`config.mk`:
```
export PLATFORM = sky130hd
export DESIGN_NAME = screen_sequencer
export DESIGN_NICKNAME = d
export VERILOG_FILES = /design/src/rtl/screen_sequencer.sv
export SDC_FILE = /design/constraint.sdc
export NUM_CORES = 1
export LEC_CHECK = 0
export CORE_ASPECT_RATIO = 0.8
export CORE_MARGIN = 2
export CORE_UTILIZATION = 50
export CTS_CLUSTER_SIZE = 10
export DETAILED_ROUTE_END_ITERATION = 10
export PLACE_DENSITY = 0.78
export SKIP_LAST_GASP = 1
export SYNTH_ARGS = -nofsm -noshare
export SYNTH_HDL_FRONTEND = slang
export SYNTH_SLANG_ARGS = --single-unit
```
`constraint.sdc`:
```
create_clock -name clk -period 1.69 [get_ports clk]
set_input_delay 0.2535 -clock clk [delete_from_list [all_inputs] [get_ports clk]]
set_output_delay 0.2535 -clock clk [all_outputs]
set_load 0.005 [all_outputs]
```
`src/rtl/screen_sequencer.sv`:
```
// Screen controller for the display chain: owns START/PLAY/OVER, drives the one-hot
// overlay enables and commits every screen change on a vsync rising edge.
module screen_sequencer #(
    parameter int OVER_LOCK_FRAMES = 60,
    parameter int LOCK_W           = 8
) (
    input  logic       clk,
    input  logic       rst,
    input  logic       btn_in,
    input  logic       vsync_in,
    input  logic       player_dead,
    output logic       start_en,
    output logic       game_en,
    output logic       over_en,
    output logic       game_rst,
    output logic [1:0] state
);

    typedef enum logic [1:0] {
        ST_START = 2'd0,
        ST_PLAY  = 2'd1,
        ST_OVER  = 2'd2
    } screen_t;

    localparam logic [LOCK_W-1:0] LOCK_INIT = LOCK_W'(OVER_LOCK_FRAMES);

    screen_t           state_q, state_d;
    logic              b1_q, b2_q, b_prev_q;
    logic              vs_prev_q;
    logic              pending_q, pending_d;
    logic [LOCK_W-1:0] lock_cnt_q, lock_cnt_d;
    logic              start_en_q, start_en_d;
    logic              game_en_q, game_en_d;
    logic              over_en_q, over_en_d;
    logic              game_rst_q, game_rst_d;

    logic press;
    logic frame_start;
    logic commit;
    logic request;

    assign press       = b2_q & ~b_prev_q;
    assign frame_start = vsync_in & ~vs_prev_q;
    // Only the registered request may commit, so a request raised on a frame-start
    // cycle waits for the following frame.
    assign commit      = frame_start & pending_q;

    always_comb begin
        request = 1'b0;
        case (state_q)
            ST_START: request = press;
            ST_PLAY:  request = player_dead;
            ST_OVER:  request = press & (lock_cnt_q == '0);
            default:  request = 1'b0;
        endcase
    end

    always_comb begin
        state_d    = state_q;
        pending_d  = pending_q;
        lock_cnt_d = '0;
        game_rst_d = 1'b0;

        if (commit) begin
            pending_d = 1'b0;
        end else if (!pending_q && request) begin
            pending_d = 1'b1;
        end

        case (state_q)
            ST_START: begin
                if (commit) begin
                    state_d    = ST_PLAY;
                    game_rst_d = 1'b1;
                end
            end
            ST_PLAY: begin
                if (commit) begin
                    state_d    = ST_OVER;
                    lock_cnt_d = LOCK_INIT;
                end
            end
            ST_OVER: begin
                if (commit) begin
                    state_d = ST_START;
                end else if (frame_start && lock_cnt_q != '0) begin
                    lock_cnt_d = lock_cnt_q - LOCK_W'(1);
                end else begin
                    lock_cnt_d = lock_cnt_q;
                end
            end
            default: begin
                state_d   = ST_START;
                pending_d = 1'b0;
            end
        endcase

        // Enables follow the next state so they switch on the same edge as state.
        start_en_d = (state_d == ST_START);
        game_en_d  = (state_d == ST_PLAY);
        over_en_d  = (state_d == ST_OVER);
    end

    always_ff @(posedge clk or negedge rst) begin
        if (!rst) begin
            b1_q       <= 1'b0;
            b2_q       <= 1'b0;
            b_prev_q   <= 1'b0;
            vs_prev_q  <= 1'b0;
            state_q    <= ST_START;
            pending_q  <= 1'b0;
            lock_cnt_q <= '0;
            start_en_q <= 1'b1;
            game_en_q  <= 1'b0;
            over_en_q  <= 1'b0;
            game_rst_q <= 1'b0;
        end else begin
            b1_q       <= btn_in;
            b2_q       <= b1_q;
            b_prev_q   <= b2_q;
            vs_prev_q  <= vsync_in;
            state_q    <= state_d;
            pending_q  <= pending_d;
            lock_cnt_q <= lock_cnt_d;
            start_en_q <= start_en_d;
            game_en_q  <= game_en_d;
            over_en_q  <= over_en_d;
            game_rst_q <= game_rst_d;
        end
    end

    assign start_en = start_en_q;
    assign game_en  = game_en_q;
    assign over_en  = over_en_q;
    assign game_rst = game_rst_q;
    assign state    = state_q;

endmodule

```
==> flow_summary.ini, run 1 <==
[sta]
slew_viol_final = 0
worst_pin_slew_ps = 341
finalCritPeriodShare = 0.992
slew_headroom = 0.773
setup_slack_ps = 13.3
finalSetupTns_ps = 0
rsz0062_at_grt = true
hold_viol_final = 0
fmax_mhz = 596
skew_ps = 6.22
setup_violations = 0
period_needed_ps = 1680

[critical_path]
crit_path_top_delay_cell = dfrtp_1
max_stage_delay_ps = 420
required_ps = 1870
critical_path_class = reg -> reg
r2r_end = lock_cnt_q[5]
r2r-start = lock_cnt_q[1]
cp-endpoint = lock_cnt_q[5]
worstPathArrival_ps = 1860
r2r_cells = 7
crit_path_start = lock_cnt_q[1]
crit_chain = inv_2, ha_2, nor3b_4, a21oi_2, buf_4, o21ai_0, o22ai_1
worstPathMaxFanout = 8
end_kind = flip-flop
r2r_slack_ps = 10
critPathLaunchType = flip-flop

[power_and_ir_drop]
p_sw_frac = 0.379
p_switching_w = 0.000623
combinationalPowerShare = 0.473
power_density_nw_per_um2 = 1310
p_int_w = 0.00102
p_clk_frac = 0.149
pwr-share-seq = 0.377
p_leak_nw = 0.547
vdd_drop_max_mv = 0.679

[floorplanning]
die_x_um = 53.9
rows = 14
initial_core_util = 0.531
core-area_um2 = 1870
die_y_um = 43.9
fp.dieArea_um2 = 2370
ios = 11

[route]
viasPerCell = 6.00
routed_wl_mm = 2.42
ant_nets = 0
dr_total_vias = 870
drt_iter0_markers = 24
dr.pass1.iters = 4
wl_per_cell_um = 16.7
drc = 0

[clocking]
path_clk_slew_ps = 120
cts_tree = built
cts_inserted_buffers = 3
htree_levels = 1
clk_root_buffer_cell = clkbuf_4
holdBufCountCts = 0
clkLatencyLatePin_ps = 310
cts.sinks = 19
clockBufferDepth = 2

[logic_synthesis]
synth_fa_ha_area_frac = 0.0754
synth_xor_area_frac = 0
synth_fp_nets = 109
async_flop_share = 1.00
synth.most_common_cell = dfrtp_1
synth_compound_area_frac = 0.176
synth_area_leader_cell = dfrtp_1
ys_ff_latch = 19
ys_types = 33
synth_common_cells = 18 x dfrtp_1, 8 x inv_1, 8 x nand2_1
netlist_area_um2 = 996
ys_warn_count = 0
synth_mux_area_frac = 0.0113
synth_ff_type = dfrtp_1
netlist_top_cells_area = dfrtp_1 45%, ha_1 7.5%, nor2b_1 3.1%
synth_edf_count = 0
synthCells = 98
avgSynthCellArea_um2 = 10.2
yosysSeqAreaShare = 0.479
yosys.area_share.simple = 0.217
yosys.area.top_type_share = 0.452
synth_top_family_by_area = simple AND/OR/NAND/NOR gates

[place]
gp_congestion = 0.840
placedCellCount = 139
dp_hpwl_mm = 1.71
io_buffer_count = 10
dp_slack_ps = -96.0

[status]
status = completed

[finish]
area_delta_synth_final_pct = 26.3
final_nets = 133
drive_gt1_frac = 0.240
fin_cells = 145
antenna_cells = 0

[global_route]
grt_use_total = 0.233
grt_pass1_vias = 819
grt_start_max_net_pins = 20
globalRoute.totalOverflow = 0
grt_pass1_wl_mm = 3.90
antenna_found_initial = 0

[min_path]
min_path_type = in -> async

[run]
drv_cap = 0
worst min-delay path by stage:
stage / to
2_1_floorplan: b1_q
3_3_place_gp: b2_q
3_5_place_dp: b2_q
4_1_cts: lock_cnt_q[3]
5_1_grt: lock_cnt_q[3]
6_report: state[0]
cells by family after synthesis:
group	Yosys count
compound gates	25
simple gates	36
mux	1
flops	19
buf+inv	11
fa+ha+maj	6
area by class of cell:
class | count | area [µm²]
clock buffer | 3 | 22.5
tap | 24 | 30.0
fill | 164 | 617
multi-input combinational | 68 | 503
timing repair buffer | 22 | 190
sequential | 19 | 477
clock inverter | 1 | 5.00
inverter | 8 | 30.0
routing by layer:
layer  global-route usage  share of wire  vias up
met3               0.0621          0.081        6
li1                     -              -      399
met5                    0              0        -
met1                0.309           0.41      423
met4               0.0308          0.010        0
met2                0.390           0.50       42
sequential cells by signal, indices dropped and copies added, names as in the netlist:
register / cells
b1_q: 1
start_en: 1
game_rst: 1
vs_prev_q: 1
game_en: 1
pending_q: 1
state: 2
b_prev_q: 1
lock_cnt_q: 8
over_en: 1
b2_q: 1
repair_timing:
item,in CTS,in global routing
gates resized for setup,1,9
pin swaps,0,2
setup endpoints to repair,1,8
buffers inserted,0,2
worst max-delay path: cells and delay by family (launching register included):
kind / cells / cell delay, ps
flip-flops: 1 / 420
buffers and inverters: 2 / 260
AO/OA/AOI/OAI: 3 / 500
adder cells (fa/ha/maj): 1 / 180
AND/OR/NAND/NOR: 1 / 200
metrics by stage:
| stage | power [W] | utilization | cell area, µm² | hold slack, ps |
|---|---|---|---|---|
| floorplan | 0.00105 | - | 996 | -42.1 |
| global placement | 0.00133 | 0.635 | 1190 | 334 |
| detailed placement | 0.00136 | 0.635 | 1190 | 347 |
| CTS | 0.00161 | 0.653 | 1220 | 302 |
| global route | 0.00175 | 0.671 | 1260 | 301 |
| finish | 0.00165 | 0.671 | 1260 | 283 |
power by group through the flow:
stage                     clock network (W)  logic [W]  registers, W
after floorplan                           0   0.000432      0.000621
after global placement                    0   0.000709      0.000622
after detailed placement                  0   0.000732      0.000628
after CTS                          0.000247   0.000738      0.000621
after global routing               0.000273   0.000850      0.000631
final                              0.000245   0.000779      0.000621
cell usage in the layout (no fill, tap or decap):
cell             count
nand4_1              2
and3b_1              1
nor3_1               2
a21oi_2              1
nor2_1               4
a21oi_1              3
ha_2                 4
a41oi_1              1
or3b_1               1
and3_1               1
a31oi_1              3
a221oi_1             2
nand2b_1             3
clkdlybuf4s50_1     10
ha_1                 2
a32oi_1              2
clkbuf_4             3
nor3b_4              1
dfstp_2              1
clkinv_2             1
a211oi_2             1
inv_2                2
mux2_1               1
o211ai_1             2
nand3_1              3
nand3b_1             1
a21boi_0             2
a2111oi_2            1
buf_4               12
nor4_1               1
and2_1               2
o22ai_1              2
o21ai_0              5
nand2_1              8
inv_1                6
nor2b_2              1
nor4_4               1
dfrtp_1             18
nor2b_1              4
(Power assumes the default switching activity.)
==> inputs of run 2 (changes only) <==
Settings changed: CORE_UTILIZATION 50 to 54, PLACE_DENSITY 0.78 to 0.83.
==> run 2 against run 1 <==
Against the previous run: register-to-register slack gained 30 ps; clock power shrank 4%; total power shrank 0.52%; first-iteration DRC count grew 96%; critical path depth shrank 1; sequential share of layout area grew 0.57 points; clock-buffer cell count grew 1; die area shrank 6.8%; fmax grew 1.9%; cell count shrank 2.1%; cell area shrank 1.5%; highest routed layer unchanged.
==> flow_summary.ini, run 2 (synthesis results as in run 1) <==
[clocking]
clk_root_buffer_cell = clkbuf_4
path_clk_slew_ps = 110
cts.sinks = 19
clockBufferDepth = 2
holdBufCountCts = 0
htree_levels = 1
cts_inserted_buffers = 3
clkLatencyLatePin_ps = 300
cts_tree = built

[floorplanning]
ios = 11
core-area_um2 = 1680
initial_core_util = 0.594
die_y_um = 42.4
rows = 13
die_x_um = 52.0
fp.dieArea_um2 = 2210

[critical_path]
critPathLaunchType = flip-flop
r2r_cells = 6
worstPathMaxFanout = 3
r2r_slack_ps = 40
end_kind = flip-flop
critical_path_class = reg -> reg
r2r-start = lock_cnt_q[1]
required_ps = 1920
worstPathArrival_ps = 1870
r2r_end = pending_q

[global_route]
grt_use_total = 0.253
grt_pass1_wl_mm = 3.97
globalRoute.totalOverflow = 0
grt_pass1_vias = 876
grt_start_max_net_pins = 20
antenna_found_initial = 0

[min_path]
min_path_type = in -> async

[finish]
nFillCells = 113
mostFrequentLayoutCell = dfrtp_1
post-route-util = 0.739
register_area_um2 = 477
top_register = lock_cnt_q
largest_register_ffs = 8
area_delta_synth_final_pct = 24.4
drive_gt1_frac = 0.208
final_area_um2 = 1240
final_nets = 132
antenna_cells = 0
final_cell_mix = 18 x dfrtp_1, 11 x buf_4, 10 x clkdlybuf4s50_1
multiInputGateArea_um2 = 495

[sta]
worst_pin_slew_ps = 589
slew_headroom = 0.605
fmax_mhz = 608
finalCritPeriodShare = 0.973
rsz0062_at_grt = true
slew_viol_final = 0
skew_ps = 6.01
finalSetupTns_ps = 0
setup_violations = 0
hold_viol_final = 0
period_needed_ps = 1650

[power_and_ir_drop]
power_density_nw_per_um2 = 1320
p_leak_nw = 0.542
vdd_drop_max_mv = 0.804

[run]
drv_cap = 0

[place]
io_buffer_count = 10
gp_congestion = 0.896
dpl_cell_area_um2 = 1180
dp_hpwl_mm = 1.70

[route]
wl_per_cell_um = 16.8
dr.pass1.iters = 4
drc = 0
ant_nets = 0
viasPerCell = 6.13
drt_iter0_markers = 47
dr_total_vias = 871
routed_wl_mm = 2.39

[status]
status = completed
==> run 2: area by class of cell <==
cell class,count,share of cell area
Tap cell,22,0.0222
Sequential cell,19,0.385
Timing Repair Buffer,21,0.147
Multi-Input combinational cell,68,0.400
Inverter,8,0.0242
Clock buffer,4,0.0212
==> run 2: worst max-delay path by stage <==
stage | from | slack (ps) | cells after the start | end
after floorplan | lock_cnt_q[3] | 130 | 4 | pending_q
after global placement | vsync_in | 40 | 5 | lock_cnt_q[4]
after detailed placement | vsync_in | -60 | 5 | lock_cnt_q[4]
after CTS | lock_cnt_q[1] | 30 | 6 | pending_q
after global routing | lock_cnt_q[0] | -20 | 7 | lock_cnt_q[6]
final | lock_cnt_q[1] | 40 | 6 | pending_q
==> run 2: worst max-delay path, stage by stage, from the launching register on <==
cell and delay (ps):
dfrtp_1 410, inv_2 80, ha_2 180, nor3b_4 220, a31oi_1 100, or3b_1 400, a211oi_2 180
==> run 2: repair_timing <==
action,in CTS,in global routing
resized for setup,3,5
endpoints found under the setup margin,1,7
pin swaps,2,3
setup buffers,2,0
==> run 2: power breakdown <==
part,internal (W),total (W),switching (W)
clock network,0.0000921,0.000235,0.000143
logic,0.000380,0.000780,0.000399
registers,0.000549,0.000622,0.0000733
total,0.00102,0.00164,0.000615
==> run 2: through the flow <==
stage	worst slack [ps]	total power (W)	std cells	hold WS (ps)
finish	44.8	0.00164	142	266
global route	-19.0	0.00174	142	300
CTS	30.6	0.00162	142	267
detailed placement	-60.2	0.00137	136	347
global placement	38.2	0.00133	136	337
floorplan	133	0.00105	98	-42.1
==> run 2: layer usage <==
layer  up-vias  routed length (µm)  track usage
met5         -                   0            0
met4         0                  37       0.0842
met3        10                 224       0.0786
met2        54                1140        0.403
met1       410                 986        0.323
li1        397                   -            -
==> inputs of run 3 (changes only) <==
Settings changed: CORE_ASPECT_RATIO 0.8 to default.
==> run 3 against run 2 <==
Against the previous run: first-iteration DRC count shrank 13%; critical path depth rose by 1; sequential power shrank 0.6%; largest cell class unchanged.
==> flow_summary.ini, run 3 (synthesis results as in run 1) <==
[status]
status = completed

[clocking]
cts.sinks = 19
cts_inserted_buffers = 3
clockBufferDepth = 2
htree_levels = 1
cts_tree = built
clkLatencyLatePin_ps = 300
holdBufCountCts = 0
path_clk_slew_ps = 100
clk_root_buffer_cell = clkbuf_4

[sta]
skew_ps = 1.92
slew_viol_final = 0
finalCritPeriodShare = 0.962
finalSetupTns_ps = 0
worst_pin_slew_ps = 349
holdWs_ps = 283
setup_violations = 0
hold_viol_final = 0
rsz0062_at_grt = true
period_needed_ps = 1630
slew_headroom = 0.767
fmax_mhz = 615

[power_and_ir_drop]
p_sw_frac = 0.368
combinationalPowerShare = 0.480
p_switching_w = 0.000600
p_int_w = 0.00103
pwr-share-seq = 0.379
vdd_drop_max_mv = 0.999
p_leak_nw = 0.555
power_density_nw_per_um2 = 1290
fin_total_pwr_w = 0.00163
p_clk_frac = 0.141

[run]
drv_cap = 0

[place]
gp_congestion = 0.884
dpl_cell_area_um2 = 1200
io_buffer_count = 10
dp_hpwl_mm = 1.56
placedCellCount = 141

[finish]
fin_cells = 148
register_area_um2 = 477
mostFrequentLayoutCell = dfrtp_1
nFillCells = 127
antenna_cells = 0
largest_register_ffs = 8
top_register = lock_cnt_q
multiInputGateArea_um2 = 499
final_area_um2 = 1270
area_delta_synth_final_pct = 27.4
final_nets = 135
final_cell_mix = 18 x dfrtp_1, 14 x buf_4, 10 x clkdlybuf4s50_1
drive_gt1_frac = 0.244

[min_path]
min_path_type = in -> async

[global_route]
antenna_found_initial = 0
globalRoute.totalOverflow = 0
grt_pass1_wl_mm = 3.47
grt_use_total = 0.226
grt_start_max_net_pins = 20
grt_pass1_vias = 798

[route]
viasPerCell = 5.89
drt_iter0_markers = 41
dr_total_vias = 871
drc = 0
dr.pass1.iters = 4
routed_wl_mm = 2.21
ant_nets = 0
wl_per_cell_um = 14.9

[critical_path]
crit_path_start = lock_cnt_q[1]
worstPathMaxFanout = 5
critical_path_class = reg -> reg
r2r_slack_ps = 60
cp-endpoint = lock_cnt_q[6]
r2r_end = lock_cnt_q[6]
critPathLaunchType = flip-flop
worstPathArrival_ps = 1850
r2r-start = lock_cnt_q[1]
end_kind = flip-flop
r2r_cells = 7
required_ps = 1920

[floorplanning]
fp.dieArea_um2 = 2200
rows = 15
core-area_um2 = 1730
ios = 11
die_x_um = 46.9
die_y_um = 46.9
initial_core_util = 0.577
[run 3: changes by cell type in the layout (fill, tap and decap cells not counted)]
cell	previous run	this run
a2111oi_0	1	0
a2111oi_1	0	1
ha_1	3	2
inv_2	1	2
inv_1	7	6
ha_2	3	4
buf_4	11	14
[run 3: what timing repair did]
action                     CTS  global route
setup endpoints to repair    0             9
setup buffers                0             3
resized for setup            0            11
[run 3: layout make-up]
cell class / count / area share
multi-input cells: 68 / 0.393
flip-flops and latches: 19 / 0.376
clock buffers: 4 / 0.0207
inverters: 8 / 0.0237
repair buffers: 24 / 0.162
well taps: 25 / 0.0247
[run 3: per-stage QoR]
step | utilization | worst slack (ps)
CTS | 0.709 | 25.8
global route | 0.735 | -26.4
floorplan | - | 133
finish | 0.735 | 64.5
global placement | 0.694 | 40.0
detailed placement | 0.694 | -33.5
[run 3: worst max-delay path, cell delays in order, from the launching register on]
cell       delay (ps)
dfrtp_1           400
inv_2              60
buf_4             140
ha_1              180
nor2b_2           190
a2111oi_1         410
a31oi_1            70
o21ai_0            90
[run 3: metal layers]
metal | part of all wire | up-vias | global-route usage
met1 | 0.44 | 405 | 0.295
li1 | - | 406 | -
met5 | 0 | - | 0
met3 | 0.073 | 11 | 0.0500
met4 | 0.025 | 0 | 0.0833
met2 | 0.46 | 49 | 0.370
[run 3: worst min path at each step]
stage                         end  from  slack (ps)
global route             game_rst   rst         290
floorplan                    b1_q   rst         -40
finish                   game_rst   rst         280
global placement             b2_q  b1_q         340
detailed placement           b2_q  b1_q         340
CTS                 lock_cnt_q[5]   rst         300
[run 3: power by group through the flow]
stage / clock (W) / combinational [W] / sequential [W]
after floorplan: 0 / 0.000432 / 0.000621
after global placement: 0 / 0.000713 / 0.000620
after detailed placement: 0 / 0.000731 / 0.000625
after CTS: 0.000232 / 0.000739 / 0.000617
after global routing: 0.000265 / 0.000848 / 0.000626
final: 0.000230 / 0.000782 / 0.000618
